File: src/rtl/alu_pkg.sv
// rtl/alu_pkg.sv - ALU opcodes and shared-ALU arbiter FSM encoding
package alu_pkg;

    localparam logic [2:0] OP_AND = 3'd0;
    localparam logic [2:0] OP_OR  = 3'd1;
    localparam logic [2:0] OP_ADD = 3'd2;
    localparam logic [2:0] OP_SUB = 3'd6;
    localparam logic [2:0] OP_SLT = 3'd7;

    typedef enum logic [1:0] {
        ST_IDLE = 2'd0,
        ST_EXEC = 2'd1,
        ST_RESP = 2'd2
    } state_t;

endpackage

File: src/rtl/alu_share_arbiter_alu.sv
// rtl/alu_share_arbiter_alu.sv - combinational MIPS-style ALU shared by the arbiter
module alu_share_arbiter_alu
    import alu_pkg::*;
#(
    parameter int ALU_WIDTH = 8
) (
    input  logic [2:0]           i_op,
    input  logic [ALU_WIDTH-1:0] i_a,
    input  logic [ALU_WIDTH-1:0] i_b,
    output logic [ALU_WIDTH-1:0] o_result,
    output logic                 o_zero,
    output logic                 o_ov
);

    localparam int MSB = ALU_WIDTH - 1;

    logic [ALU_WIDTH-1:0] w_sum;
    logic [ALU_WIDTH-1:0] w_diff;

    assign w_sum  = i_a + i_b;
    assign w_diff = i_a - i_b;

    // Opcode decode; unused opcodes yield zero, overflow only meaningful for ADD/SUB
    always_comb begin
        o_result = '0;
        o_ov     = 1'b0;
        case (i_op)
            OP_AND: o_result = i_a & i_b;
            OP_OR:  o_result = i_a | i_b;
            OP_ADD: begin
                o_result = w_sum;
                o_ov     = (i_a[MSB] == i_b[MSB]) && (w_sum[MSB] != i_a[MSB]);
            end
            OP_SUB: begin
                o_result = w_diff;
                o_ov     = (i_a[MSB] != i_b[MSB]) && (w_diff[MSB] != i_a[MSB]);
            end
            OP_SLT: o_result = {{(ALU_WIDTH-1){1'b0}}, (i_a < i_b)};
            default: o_result = '0;
        endcase
    end

    assign o_zero = (o_result == '0);

endmodule

File: src/rtl/alu_share_arbiter.sv
// rtl/alu_share_arbiter.sv - round-robin sharing of one ALU between two requesters
module alu_share_arbiter
    import alu_pkg::*;
#(
    parameter int ALU_WIDTH = 8
) (
    input  logic                 clk,
    input  logic                 rst_n,
    input  logic                 req0_valid,
    output logic                 req0_ready,
    input  logic [2:0]           req0_op,
    input  logic [ALU_WIDTH-1:0] req0_a,
    input  logic [ALU_WIDTH-1:0] req0_b,
    input  logic                 req1_valid,
    output logic                 req1_ready,
    input  logic [2:0]           req1_op,
    input  logic [ALU_WIDTH-1:0] req1_a,
    input  logic [ALU_WIDTH-1:0] req1_b,
    output logic                 resp_valid,
    input  logic                 resp_ready,
    output logic                 resp_id,
    output logic [ALU_WIDTH-1:0] resp_result,
    output logic                 resp_z,
    output logic                 resp_ov
);

    state_t               r_state;
    state_t               w_next_state;
    logic                 r_last_grant;
    logic [2:0]           r_op;
    logic [ALU_WIDTH-1:0] r_a;
    logic [ALU_WIDTH-1:0] r_b;
    logic                 r_id;
    logic                 r_resp_valid;
    logic                 r_resp_id;
    logic [ALU_WIDTH-1:0] r_resp_result;
    logic                 r_resp_z;
    logic                 r_resp_ov;

    logic                 w_grant_id;
    logic                 w_accept;
    logic [ALU_WIDTH-1:0] w_alu_result;
    logic                 w_alu_zero;
    logic                 w_alu_ov;

    // ALU only ever sees the latched operands, never the live request buses
    alu_share_arbiter_alu #(
        .ALU_WIDTH (ALU_WIDTH)
    ) u_alu (
        .i_op     (r_op),
        .i_a      (r_a),
        .i_b      (r_b),
        .o_result (w_alu_result),
        .o_zero   (w_alu_zero),
        .o_ov     (w_alu_ov)
    );

    // Round-robin grant, re-evaluated every IDLE cycle; a lone valid always wins
    always_comb begin
        w_grant_id = 1'b0;
        if (req0_valid && req1_valid) begin
            w_grant_id = ~r_last_grant;
        end else if (req1_valid) begin
            w_grant_id = 1'b1;
        end
    end

    assign w_accept   = (r_state == ST_IDLE) && (req0_valid || req1_valid);
    assign req0_ready = w_accept && !w_grant_id;
    assign req1_ready = w_accept &&  w_grant_id;

    // FSM next state: one operation in flight, response must drain before next accept
    always_comb begin
        w_next_state = r_state;
        case (r_state)
            ST_IDLE: if (w_accept)   w_next_state = ST_EXEC;
            ST_EXEC:                 w_next_state = ST_RESP;
            ST_RESP: if (resp_ready) w_next_state = ST_IDLE;
            default:                 w_next_state = ST_IDLE;
        endcase
    end

    // FSM state register
    always_ff @(posedge clk or negedge rst_n) begin
        if (!rst_n) begin
            r_state <= ST_IDLE;
        end else begin
            r_state <= w_next_state;
        end
    end

    // Operand capture on handshake; last_grant resets to 1 so req0 wins the first tie
    always_ff @(posedge clk or negedge rst_n) begin
        if (!rst_n) begin
            r_op         <= '0;
            r_a          <= '0;
            r_b          <= '0;
            r_id         <= 1'b0;
            r_last_grant <= 1'b1;
        end else if (w_accept) begin
            r_op         <= w_grant_id ? req1_op : req0_op;
            r_a          <= w_grant_id ? req1_a  : req0_a;
            r_b          <= w_grant_id ? req1_b  : req0_b;
            r_id         <= w_grant_id;
            r_last_grant <= w_grant_id;
        end
    end

    // Response registers: load in EXEC, hold through backpressure, release on resp_ready
    always_ff @(posedge clk or negedge rst_n) begin
        if (!rst_n) begin
            r_resp_valid  <= 1'b0;
            r_resp_id     <= 1'b0;
            r_resp_result <= '0;
            r_resp_z      <= 1'b0;
            r_resp_ov     <= 1'b0;
        end else if (r_state == ST_EXEC) begin
            r_resp_valid  <= 1'b1;
            r_resp_id     <= r_id;
            r_resp_result <= w_alu_result;
            r_resp_z      <= w_alu_zero;
            r_resp_ov     <= w_alu_ov && ((r_op == OP_ADD) || (r_op == OP_SUB));
        end else if ((r_state == ST_RESP) && resp_ready) begin
            r_resp_valid  <= 1'b0;
        end
    end

    assign resp_valid  = r_resp_valid;
    assign resp_id     = r_resp_id;
    assign resp_result = r_resp_result;
    assign resp_z      = r_resp_z;
    assign resp_ov     = r_resp_ov;

endmodule

File: config.mk
export PLATFORM = sky130hd
export DESIGN_NAME = alu_share_arbiter
export DESIGN_NICKNAME = d
export VERILOG_FILES = /design/src/rtl/alu_pkg.sv /design/src/rtl/alu_share_arbiter_alu.sv /design/src/rtl/alu_share_arbiter.sv
export SDC_FILE = /design/constraint.sdc
export NUM_CORES = 1
export LEC_CHECK = 0
export BUFFER_PORTS_ARGS = -buffer_cell sky130_fd_sc_hd__buf_2
export CAP_MARGIN = 20
export CORE_UTILIZATION = 35
export CTS_BUF_LIST = sky130_fd_sc_hd__clkbuf_8
export DETAILED_ROUTE_END_ITERATION = 6
export PLACE_DENSITY_LB_ADDON = 0.05
export SYNTH_ARGS = -nofsm -noshare
export SYNTH_HDL_FRONTEND = slang
export SYNTH_HIERARCHICAL = 1
export SYNTH_SLANG_ARGS = --single-unit
File: constraint.sdc
create_clock -name clk -period 3.7 [get_ports clk]
set_input_delay 0.37 -clock clk [delete_from_list [all_inputs] [get_ports clk]]
set_output_delay 0.37 -clock clk [all_outputs]
set_load 0.1 [all_outputs]
==> results.py <==
metrics = {
    "cts": {
        "hold_buffers": 0,
        "insertion_delay_ns": 0.29,
        "cts_buffers": 5,
        "cts-root-buf": "clkbuf_8",
        "clock_path_buffers": 2,
        "post_cts_buffers": 0,
        "cts_resized": 0,
        "cts_sinks": 35,
        "clk_pin_slew_ns": 0.08,
        "cts_tree": "built",
        "htree_levels": 2,
    },
    "worst_setup_path": {
        "cp_slowest_stage_delay_ns": 0.57,
        "endpoint_kind": "register",
        "crit_buf_inv": 1,
        "cp.arrival_ns": 3.07,
        "worstRegToRegCells": 10,
        "worstPathCellList": "inv_1 > ha_1 > o21bai_2 > a311oi_1 > or3_1 > a32o_1 > or4_1 > nor4_2 > nand2_1 > nand2_1",
        "crit_cells": 10,
        "critPathKind": "register to register",
        "path_max_fanout": 5,
        "crit_family": "simple AND/OR/NAND/NOR gates",
        "start_kind": "register",
        "critPathMostFrequentCell": "nand2_1",
        "slowest_stage": "or4_1",
        "cp.required_ns": 3.93,
    },
    "grt": {
        "grt_pass1_vias": 2256,
        "grt_util_all_layers_pct": 16.80,
        "grt_pass1_wl_mm": 11.01,
        "grt_max_degree": 36,
        "grt_remaining_overflow": 0,
        "antenna_found_initial": 0,
    },
    "synthesis": {
        "yosysUniqueCellTypes": 57,
        "syn_avg_cell_area_um2": 9.587,
        "synth.yosys.seq_area_share_pct": 32.56,
        "synth_area_um2": 2694,
        "ys_async_sr_fraction_pct": 100.0,
        "synth_nets": 352,
        "synth_cells": 281,
        "postSynthRegisterBits": 35,
        "synth_edf_count": 0,
        "ys.warnings.count": 6,
        "synth-main-ff-cell": "dfrtp_1",
    },
    "die": {
        "coreArea_um2": 7331,
        "die_area_um2": 8051,
        "row_count": 31,
        "start_util_pct": 36.75,
        "die_height_um": 89.73,
        "num_io_pins": 57,
        "die_x_um": 89.73,
    },
    "finish": {
        "final_cell_mix": "buf_2, nand2_1, mux2_2, dfrtp_1, ha_1",
        "syn_to_final_growth_pct": 17.28,
        "fillCellCount": 741,
        "n_antenna_cell": 0,
        "drive_gt1_share_pct": 33.04,
        "final_core_util_pct": 43.10,
        "final_common_cell": "buf_2",
        "final_cells": 435,
        "multi_input_area_um2": 1664,
        "seq_area_um2": 877.1,
        "nNetsFinal": 406,
    },
    "drt": {
        "routedWlPerCell_um": 14.30,
        "drt_iter0_markers": 80,
        "drtAntennaViolNets": 0,
        "remaining_drc_errors": 0,
        "dr.pass1.iters": 4,
        "viasPerCell": 5.046,
        "vias": 2195,
        "drt_wl_total_mm": 6.221,
    },
    "sta": {
        "hold_viol_final": 0,
        "finalCritPeriodShare_pct": 76.67,
        "rsz0062_at_grt": "false",
        "drv_slew": 0,
        "fmax_ghz": 0.3525,
        "fin_crit_ns": 2.837,
        "finalClockSkew_ns": 0.007500,
        "maxSlewHeadroom_pct": 45.56,
        "tightest_slew_ns": 0.8167,
        "setup_viol": 0,
        "tns_ns": 0,
    },
    "placed_design": {
        "dp_cells": 427,
        "numPortBuffers": 56,
        "place_congestion": 0.8047,
        "dp_hpwl_mm": 4.547,
    },
    "run_status": {
        "status": "completed",
    },
    "run": {
        "max-cap-violations": 0,
    },
    "min_path": {
        "hold_class": "input pin to async pin",
    },
}
-- per-stage QoR --
| step | worst slack (ns) | area (um^2) | hold WS, ns |
|---|---|---|---|
| after floorplan | 0.5193 | 2694 | 0.07441 |
| after global placement | 0.9980 | 3047 | 0.4571 |
| after detailed placement | 0.9318 | 3047 | 0.4632 |
| after CTS | 0.8885 | 3159 | 0.2005 |
| after global routing | 0.7081 | 3159 | 0.2485 |
| final | 0.8630 | 3159 | 0.1631 |
-- path summary, 6_finish.rpt --
path / startpoint / to / slack, ns
max in group asynchronous: rst_n / r_a[2] / 3.02
hold / removal: rst_n / r_a[3] / 0.16
hold reg to reg: resp_result[3] / resp_result[3] / 0.48
setup reg to reg: r_a[1] / resp_z / 0.86
min in group clk: resp_ready / r_state[1] / 0.27
setup / recovery: r_a[1] / resp_z / 0.86
-- cell families (layout without fill, tap and decap cells) --
| logic type | after synthesis | in the layout | share of synthesized area [%] |
|---|---|---|---|
| mux | 41 | 41 | 17.60 |
| buf+inv | 35 | 90 | 5.806 |
| fa+ha+maj | 28 | 28 | 13.56 |
| flops | 35 | 35 | 32.56 |
| simple gates | 84 | 84 | 14.58 |
| xor+xnor | 2 | 2 | 0.6504 |
| compound gates | 56 | 56 | 15.24 |
-- synthesized netlist by cell type (3+ instances only) --
cell / number / share of area [%]
nand2_1: 43 / 6.0
nor2_1: 12 / 1.7
mux2_2: 34 / 14
a211oi_1: 5 / 1.4
ha_1: 26 / 12
nor2b_1: 5 / 1.2
clkbuf_1: 5 / 0.70
dfrtp_1: 34 / 32
or3_1: 3 / 0.70
a31oi_1: 3 / 0.70
nand2b_1: 4 / 0.93
nand3_1: 3 / 0.56
mux2_4: 4 / 2.2
inv_1: 23 / 3.2
o211ai_1: 4 / 1.1
nor3_1: 4 / 0.74
o21ai_0: 7 / 1.3
buf_6: 3 / 1.3
a21oi_1: 12 / 2.2
-- worst reg2reg max path, cell delays in order, from the launching register on --
cell      delay (ns)
dfrtp_1         0.44
inv_1           0.11
ha_1            0.36
o21bai_2        0.20
a311oi_1        0.12
or3_1           0.38
a32o_1          0.26
or4_1           0.57
nor4_2          0.17
nand2_1         0.07
nand2_1         0.08
-- state kept, by name, indices dropped and copies added, names as in the netlist, 2 cells and up --
signal and flops:
r_op 3, r_b 8, resp_result 8, r_a 8, r_state 2
-- layer usage --
metal	part of all wire (%)	global-route usage (%)
met5	0	0
met4	1.0	4.098
met3	3.4	2.707
met2	47	28.27
met1	49	22.46
-- layout make-up --
| cell class | count | area share (%) |
|---|---|---|
| clock buffer | 5 | 2.178 |
| clock inverter | 3 | 1.386 |
| inverter | 25 | 2.970 |
| multi-input combinational | 211 | 52.67 |
| sequential | 35 | 27.76 |
| tap | 99 | 3.921 |
| timing repair buffer | 57 | 9.109 |
Power is not shown: default switching activity piles up to over one toggle a cycle in this logic, so the estimate is an artifact.
